File: src/rtl/if_stage_pkg.sv
// Shared definitions for the fetch stage: FSM encoding, default instruction words and
// a saturating counter helper.
package if_stage_pkg;

  typedef enum logic [1:0] {
    StBoot = 2'd0,
    StRun  = 2'd1,
    StHalt = 2'd2
  } fetch_state_e;

  localparam logic [31:0] NopInstrDefault  = 32'h0000_0000;
  localparam logic [31:0] HaltInstrDefault = 32'hFFFF_FFFF;

  function automatic logic [31:0] sat_inc(input logic [31:0] v);
    return (v == 32'hFFFF_FFFF) ? v : v + 32'd1;
  endfunction

endpackage

File: src/rtl/if_stage_if_id_reg.sv
// Pipeline register {valid, pc, pc4, instr} with load / hold / flush control.
// Flush wins over load; a flush keeps the pc fields and only kills valid and instr.
module if_stage_if_id_reg #(
  parameter int unsigned    W         = 32,
  parameter logic [W-1:0]   NOP_INSTR = '0
) (
  input  logic         clk_i,
  input  logic         rst_ni,
  input  logic         load_i,
  input  logic         flush_i,
  input  logic [W-1:0] pc_i,
  input  logic [W-1:0] pc4_i,
  input  logic [W-1:0] instr_i,
  output logic         valid_o,
  output logic [W-1:0] pc_o,
  output logic [W-1:0] pc4_o,
  output logic [W-1:0] instr_o
);

  logic         valid_q;
  logic [W-1:0] pc_q;
  logic [W-1:0] pc4_q;
  logic [W-1:0] instr_q;

  always_ff @(posedge clk_i or negedge rst_ni) begin
    if (!rst_ni) begin
      valid_q <= 1'b0;
      pc_q    <= '0;
      pc4_q   <= '0;
      instr_q <= NOP_INSTR;
    end else if (flush_i) begin
      valid_q <= 1'b0;
      instr_q <= NOP_INSTR;
    end else if (load_i) begin
      valid_q <= 1'b1;
      pc_q    <= pc_i;
      pc4_q   <= pc4_i;
      instr_q <= instr_i;
    end
  end

  assign valid_o = valid_q;
  assign pc_o    = pc_q;
  assign pc4_o   = pc4_q;
  assign instr_o = instr_q;

endmodule

File: src/rtl/if_stage.sv
// Fetch stage: PC register, +4 adder, redirect/stall handling, boot/run/halt FSM,
// sticky misalign flag and saturating activity counters feeding the IF/ID register.
module if_stage
  import if_stage_pkg::*;
#(
  parameter int unsigned  W          = 32,
  parameter logic [W-1:0] RESET_PC   = '0,
  parameter logic [W-1:0] NOP_INSTR  = W'(NopInstrDefault),
  parameter logic [W-1:0] HALT_INSTR = W'(HaltInstrDefault)
) (
  input  logic         clk_i,
  input  logic         rst_ni,
  output logic [W-1:0] imem_addr_o,
  input  logic [W-1:0] imem_rdata_i,
  input  logic         stall_i,
  input  logic         redirect_valid_i,
  input  logic [W-1:0] redirect_pc_i,
  output logic         if_id_valid_o,
  output logic [W-1:0] if_id_pc_o,
  output logic [W-1:0] if_id_pc4_o,
  output logic [W-1:0] if_id_instr_o,
  output logic         halted_o,
  output logic         misalign_o,
  output logic [31:0]  fetch_count_o,
  output logic [31:0]  stall_count_o
);

  fetch_state_e state_q, state_d;
  logic [W-1:0] pc_q, pc_d;
  logic         misalign_q, misalign_d;
  logic [31:0]  fetch_cnt_q, fetch_cnt_d;
  logic [31:0]  stall_cnt_q, stall_cnt_d;
  logic [W-1:0] pc_plus4;
  logic [W-1:0] redirect_pc_aligned;
  logic         redirect_misaligned;
  logic         ifid_load;
  logic         ifid_flush;

  assign pc_plus4            = pc_q + W'(4);
  assign redirect_pc_aligned = {redirect_pc_i[W-1:2], 2'b00};
  assign redirect_misaligned = |redirect_pc_i[1:0];

  always_comb begin
    state_d     = state_q;
    pc_d        = pc_q;
    misalign_d  = misalign_q;
    fetch_cnt_d = fetch_cnt_q;
    stall_cnt_d = stall_cnt_q;
    ifid_load   = 1'b0;
    ifid_flush  = 1'b0;
    unique case (state_q)
      StBoot: state_d = StRun;
      StRun: begin
        if (redirect_valid_i) begin
          pc_d       = redirect_pc_aligned;
          ifid_flush = 1'b1;
          misalign_d = misalign_q | redirect_misaligned;
        end else if (stall_i) begin
          stall_cnt_d = sat_inc(stall_cnt_q);
        end else begin
          pc_d        = pc_plus4;
          ifid_load   = 1'b1;
          fetch_cnt_d = sat_inc(fetch_cnt_q);
          if (imem_rdata_i == HALT_INSTR) state_d = StHalt;
        end
      end
      StHalt: begin
        // An older branch resolving in EX overrides the halt.
        if (redirect_valid_i) begin
          state_d    = StRun;
          pc_d       = redirect_pc_aligned;
          ifid_flush = 1'b1;
          misalign_d = misalign_q | redirect_misaligned;
        end else if (!stall_i) begin
          ifid_flush = 1'b1;
        end
      end
      default: state_d = StBoot;
    endcase
  end

  always_ff @(posedge clk_i or negedge rst_ni) begin
    if (!rst_ni) begin
      state_q     <= StBoot;
      pc_q        <= RESET_PC;
      misalign_q  <= 1'b0;
      fetch_cnt_q <= '0;
      stall_cnt_q <= '0;
    end else begin
      state_q     <= state_d;
      pc_q        <= pc_d;
      misalign_q  <= misalign_d;
      fetch_cnt_q <= fetch_cnt_d;
      stall_cnt_q <= stall_cnt_d;
    end
  end

  if_stage_if_id_reg #(
    .W         (W),
    .NOP_INSTR (NOP_INSTR)
  ) u_if_id_reg (
    .clk_i   (clk_i),
    .rst_ni  (rst_ni),
    .load_i  (ifid_load),
    .flush_i (ifid_flush),
    .pc_i    (pc_q),
    .pc4_i   (pc_plus4),
    .instr_i (imem_rdata_i),
    .valid_o (if_id_valid_o),
    .pc_o    (if_id_pc_o),
    .pc4_o   (if_id_pc4_o),
    .instr_o (if_id_instr_o)
  );

  assign imem_addr_o   = pc_q;
  assign halted_o      = (state_q == StHalt);
  assign misalign_o    = misalign_q;
  assign fetch_count_o = fetch_cnt_q;
  assign stall_count_o = stall_cnt_q;

endmodule

File: config.mk
export PLATFORM = sky130hd
export DESIGN_NAME = if_stage
export DESIGN_NICKNAME = d
export VERILOG_FILES = /design/src/rtl/if_stage_pkg.sv /design/src/rtl/if_stage_if_id_reg.sv /design/src/rtl/if_stage.sv
export SDC_FILE = /design/constraint.sdc
export NUM_CORES = 1
export LEC_CHECK = 0
export ABC_AREA = 1
export BUFFER_PORTS_ARGS = -buffer_cell sky130_fd_sc_hd__buf_2
export CORE_UTILIZATION = 50
export CTS_BUF_LIST = sky130_fd_sc_hd__clkbuf_4
export CTS_CLUSTER_DIAMETER = 50
export DETAILED_ROUTE_END_ITERATION = 8
export PLACE_DENSITY = 0.77
export SYNTH_ARGS = -nofsm -noshare
export SYNTH_HDL_FRONTEND = slang
export SYNTH_SLANG_ARGS = --single-unit
export TNS_END_PERCENT = 20
File: constraint.sdc
create_clock -name clk_i -period 2.9 [get_ports clk_i]
set_input_delay 0.58 -clock clk_i [delete_from_list [all_inputs] [get_ports clk_i]]
set_output_delay 0.58 -clock clk_i [all_outputs]
set_load 0.1 [all_outputs]
; ---- After elaboration in Yosys (flattened, before gate mapping)
; Index checks and enable logic that the tools add are counted.
[totals]
regBits = 196
input_bits = 68
elab_cells = 58
output_inout_bits = 195
[classes]
n_reduce_logical = 11
bitwise = 6
mux = 19
add_sub_neg = 3
n_eq_ne = 10
[op_table]
columns = cell, count
row1 = 32-bit 2-to-1 mux, 5
row2 = 32-bit equality test (second input constant), 3
row3 = 32-bit by 1-bit adder with 32-bit output (second input constant), 2
row4 = 32-bit case mux with 2 select lines, 1
row5 = 32-bit by 3-bit adder with 32-bit output (second input constant), 1
row6 = 4-bit AND reduction, 3
row7 = 2-bit 2-to-1 mux, 4
row8 = 2-bit inequality test (second input constant), 4
row9 = 1-bit 2-to-1 mux, 7
row10 = 2-bit case mux with 3 select lines, 1
row11 = 1-bit inverter, 5
row12 = 2-bit AND reduction, 2
row13 = 2-bit nonzero test, 2
row14 = 2-bit OR reduction, 2
row15 = 3-bit inequality test (second input constant), 1
row16 = 3-bit AND reduction, 1
row17 = 2-bit by 1-bit equality test with 1-bit output (second input constant), 1
row18 = 2-bit equality test (second input constant), 1
row19 = 2-bit logical NOT, 1
row20 = 1-bit case mux with 2 select lines, 1
row21 = 1-bit bitwise OR, 1

; ---- Logic depth before layout (Yosys ltp)
[depth]
depth_word = 5
depth_mapped = 12
depth_no_buf = 11

; ---- By module
; From an unflattened synthesis, not the netlist that was laid out.
[hier_totals]
hier_cells = 1521
hier_area_um2 = 10736.5
[by_module_without_submodules]
columns = module, instances, seq_area_each_um2, area_per_inst_um2, cells_per_inst
row1 = if_stage, 1, 2427.3, 6949.2, 1100
row2 = if_stage_if_id_reg, 1, 2427.3, 3787.4, 421

; ---- Worst setup path after synthesis
; Ideal clock, no wire load.
[synth_path]
path_type = register to register
from = reg stall_cnt_q[0], in the netlist stall_count_o[0]
to = reg stall_cnt_q[19], in the netlist stall_count_o[19]
path_stages_with_launch = 13
arrival_time_ps = 2258
setup_slack_ps = 522
path_buffers = 2
synth_period_minus_slack_ps = 2378
t_required_ps = 2780
setup_time_ps = 120
cell_sequence = dfrtp_1 > ha_1 > inv_2 > nor2_1 > nand2_2 > nor2_4 > nand2_2 > nand2_4 > inv_2 > buf_6 > buf_6 > nand2_1 > nand2_1
[synth_via]
elab_chain_cells = 3
word_cells_on_any_way = 4
classes_between = 1 x add/sub / 1 x eq/ne / 1 x bitwise / 1 x reduce/logical
[synth_rtl]
columns = element, line
row1 = from (decl), if_stage.sv:32  ; logic [31:0] stall_cnt_q, stall_cnt_d;
row2 = from (signal assigned), if_stage.sv:94  ; stall_cnt_q <= stall_cnt_d;
row3 = branches (longest 3 deep; another with 32-bit by 1-bit adder with 32-bit output), n/a
; Parallel ways; which one is timed is not known.
; A chain may end at the register's enable or synchronous reset.

; ---- Worst setup path in the final report
[layout_path]
from = reg stall_cnt_q[0], in the netlist stall_count_o[0]
to = reg stall_cnt_q[20], in the netlist stall_count_o[20]
; Same word-level chain as after synthesis.

==> impl_metrics.py <==
metrics = {
    "die": {
        "ios": 263,
        "die_h_um": 145.5,
        "core-area_um2": 20230,
        "die_area_um2": 21170,
        "core.rowCount": 52,
        "fp.dieW_um": 145.5,
        "start_util_pct": 50.90,
    },
    "drt": {
        "wl_per_cell_um": 14.72,
        "drtIter0Drc": 717,
        "viasPerCell": 5.097,
        "vias": 10205,
        "antenna_left": 0,
        "postRouteWirelength_mm": 29.48,
        "first_pass_iters": 5,
        "drc": 0,
    },
    "clock_tree": {
        "cts_buffer_depth": 2,
        "clockRootBuffer": "clkbuf_4",
        "cts_setup_buffers": 0,
        "ctsResizeCount": 0,
        "clock_latency_ns": 0.58,
        "h-tree-depth": 4,
        "cts_inserted_buffers": 17,
        "cts.sinks": 190,
        "path_clk_slew_ns": 0.17,
        "ctsHoldBuffers": 0,
        "cts_tree": "built",
    },
    "timing": {
        "rsz0062_at_grt": "false",
        "fin_tns_setup_ns": 0,
        "setup_violations": 0,
        "period_needed_ns": 2.359,
        "slew-limit-headroom_pct": 47.98,
        "drv_slew": 0,
        "hold_viol": 0,
        "skew_ns": 0.02829,
        "fmax_mhz": 423.9,
        "worst_pin_slew_ns": 0.7803,
        "min_period_over_period_pct": 81.34,
    },
    "placed_design": {
        "gp_congestion": 0.9501,
        "port-buffer-count": 256,
        "placed_cells": 1969,
        "dpl.hpwl_mm": 21.95,
    },
    "critical_path": {
        "worstSetupPathType": "register to register",
        "critPathLaunchType": "register",
        "cp_data_arrival_time_ns": 2.81,
        "cp-end-kind": "register",
        "crit_fanout": 32,
        "cp.required_ns": 3.36,
    },
    "global_routing": {
        "overflow": 0,
        "grt_util_all_layers_pct": 28.33,
        "antenna_found_initial": 3,
        "grt_max_degree": 93,
        "grt_pass1_wl_mm": 48.11,
        "grt_pass1_vias": 9525,
    },
    "layout": {
        "final_cells": 2002,
        "n_fill_cell": 1958,
        "final_core_util_pct": 59.78,
        "syn2layout_area_growth_pct": 17.46,
        "final_nets": 1792,
        "drive_gt1_share_pct": 18.43,
    },
    "pwr": {
        "leakagePower_nw": 6.499,
        "p_sw_share_pct": 55.59,
        "p_int_mw": 4.203,
        "power_switching_mw": 5.262,
        "p_clk_share_pct": 16.4,
        "ir_drop_v": 0.0007616,
        "p_seq_share_pct": 36.2,
        "p_per_area_nw_per_um2": 782.5,
        "p_comb_share_pct": 47.3,
    },
    "yosys": {
        "syn_avg_cell_area_um2": 6.992,
        "synthTopCellsByArea": "dfrtp_1 (46%), nand2_1 (26%), nor2_1 (7.8%)",
        "synth.ff_latch_count": 190,
        "synth-seq-area-share_pct": 46.17,
        "synthDistinctLibCells": 35,
        "syn_area_um2": 10300,
        "yosys.area.top_type": "dfrtp_1",
        "netlist_instances": 1473,
        "yosys.area.top_type_share_pct": 46.17,
        "yosys_warnings": 0,
    },
    "run": {
        "cap_violations": 0,
    },
    "run_status": {
        "outcome": "completed",
    },
    "worst_hold_path": {
        "hold_class": "input port to asynchronous set/reset pin",
    },
}
-- metrics by stage --
| stage | setup slack [ns] | hold slack (ns) | area, um2 | total power, mW |
|---|---|---|---|---|
| 2_1_floorplan | 0.5221 | 0.2844 | 10320 | 7.097 |
| 3_3_place_gp | 0.5441 | 0.4500 | 11790 | 7.909 |
| 6_report | 0.5411 | 0.01646 | 12100 | 9.465 |
| 5_1_grt | 0.2823 | 0.02835 | 12100 | 9.841 |
| 3_5_place_dp | 0.4630 | 0.4547 | 11790 | 7.952 |
| 4_1_cts | 0.5359 | 0.02661 | 12090 | 9.515 |
-- power by group through the flow --
stage	Sequential [mW]	Clock, mW	Combinational, mW
2_1_floorplan	6.36	0	0.734
3_3_place_gp	3.47	0	4.44
3_5_place_dp	3.46	0	4.49
4_1_cts	3.42	1.60	4.49
5_1_grt	3.48	1.70	4.66
6_report	3.43	1.56	4.48
-- sequential cells by signal, indices dropped and copies added, names as in the netlist --
| register | cells |
|---|---|
| imem_addr_o | 30 |
| misalign_o | 1 |
| fetch_count_o | 32 |
| u_if_id_reg.instr_o | 32 |
| stall_count_o | 32 |
| u_if_id_reg.valid_o | 1 |
| u_if_id_reg.pc_o | 30 |
| u_if_id_reg.pc4_o | 30 |
| state_q | 2 |
-- placed cells by master, fill, tap and decap left out, types with 2 or more instances in the layout --
cell	instances
nand2_1	719
buf_2	255
nor2_1	213
dfrtp_1	190
inv_1	70
o21ai_0	57
nand3_1	46
nand3b_1	33
xor2_1	22
clkbuf_4	17
xnor2_1	14
a31oi_1	11
buf_4	11
nor2_2	7
nand4_1	7
o22ai_1	6
ha_1	6
conb_1	6
inv_6	5
nand2_2	4
inv_8	4
inv_2	3
o21ai_1	3
a21oi_1	2
bufinv_16	2
clkinvlp_4	2
buf_12	2
-- logic make-up after synthesis --
kind of cell,Yosys count,synth area share (%)
AOI/OAI and AO/OA,84,4.422
xor gates and xnor gates,36,3.062
and+or+nand+nor,1034,40.18
adders and majority gates,6,0.7289
buffers and inverters,122,5.406
other,1,0.03641
DFF,190,46.17
-- critical path, cell delays in order (launching register included) --
cell      delay, ns
dfrtp_1        0.51
ha_1           0.32
inv_2          0.09
nor2_1         0.13
nand2_2        0.09
nor2_4         0.16
nand2_2        0.10
nand2_4        0.29
inv_2          0.30
nand3b_1       0.17
nand2_1        0.06
-- cell type report --
cell class / instances / area (um2) / share of cell area [%]
inverters: 74 / 280.3 / 2.317
diodes: 1 / 2.502 / 0.02069
clock inverters: 15 / 172.7 / 1.427
well taps: 270 / 337.8 / 2.793
clock buffers: 17 / 127.6 / 1.055
flip-flops and latches: 190 / 4755 / 39.30
multi-input cells: 1166 / 5009 / 41.40
repair buffers: 269 / 1413 / 11.68
-- metal layers --
layer | GRT usage (%) | part of all wire [%] | vias to the layer above
met5 | 0 | 0.095 | -
met4 | 8.316 | 2.3 | 4
met3 | 5.737 | 7.2 | 58
met2 | 46.20 | 46 | 386
met1 | 38.28 | 44 | 4714
li1 | - | - | 5043
-- worst paths after layout --
| check | start | end | slack (ns) | cells past startpoint |
|---|---|---|---|---|
| worst max-delay path | stall_count_o[0] | stall_count_o[20] | 0.54 | 10 |
| worst min-delay path | rst_ni | fetch_count_o[11] | 0.02 | 1 |
| worst max register to register | stall_count_o[0] | stall_count_o[20] | 0.54 | 10 |
| worst min register to register | u_if_id_reg.instr_o[10] | u_if_id_reg.instr_o[10] | 0.49 | 2 |
| max in group asynchronous | rst_ni | imem_addr_o[3] | 2.03 | 2 |
| min in group clk_i | imem_rdata_i[23] | u_if_id_reg.instr_o[23] | 0.20 | 3 |
-- synthesized netlist by cell type --
master     instances
buf_2             20
nand4_1            7
nand2_1          720
inv_1             70
a31oi_1           11
o22ai_1            6
nor2_2             7
o21a_1             1
clkbuf_1          11
buf_1              2
o2111ai_1          1
o211ai_1           1
ha_1               6
a21oi_1            2
o21ai_0           57
conb_1             1
dfrtp_1          190
nand3_4            1
xnor2_1           14
nand2_4            1
inv_4              1
xor2_1            22
nor2_1           213
nand3_1           46
o21bai_1           1
o21ai_1            3
nor2_4             1
nand3b_1          33
inv_2              3
buf_4             11
nor3_1             1
nand2_2            3
or2_2              1
buf_6              4
a21o_1             1
Power figures use the tool's default switching activity.
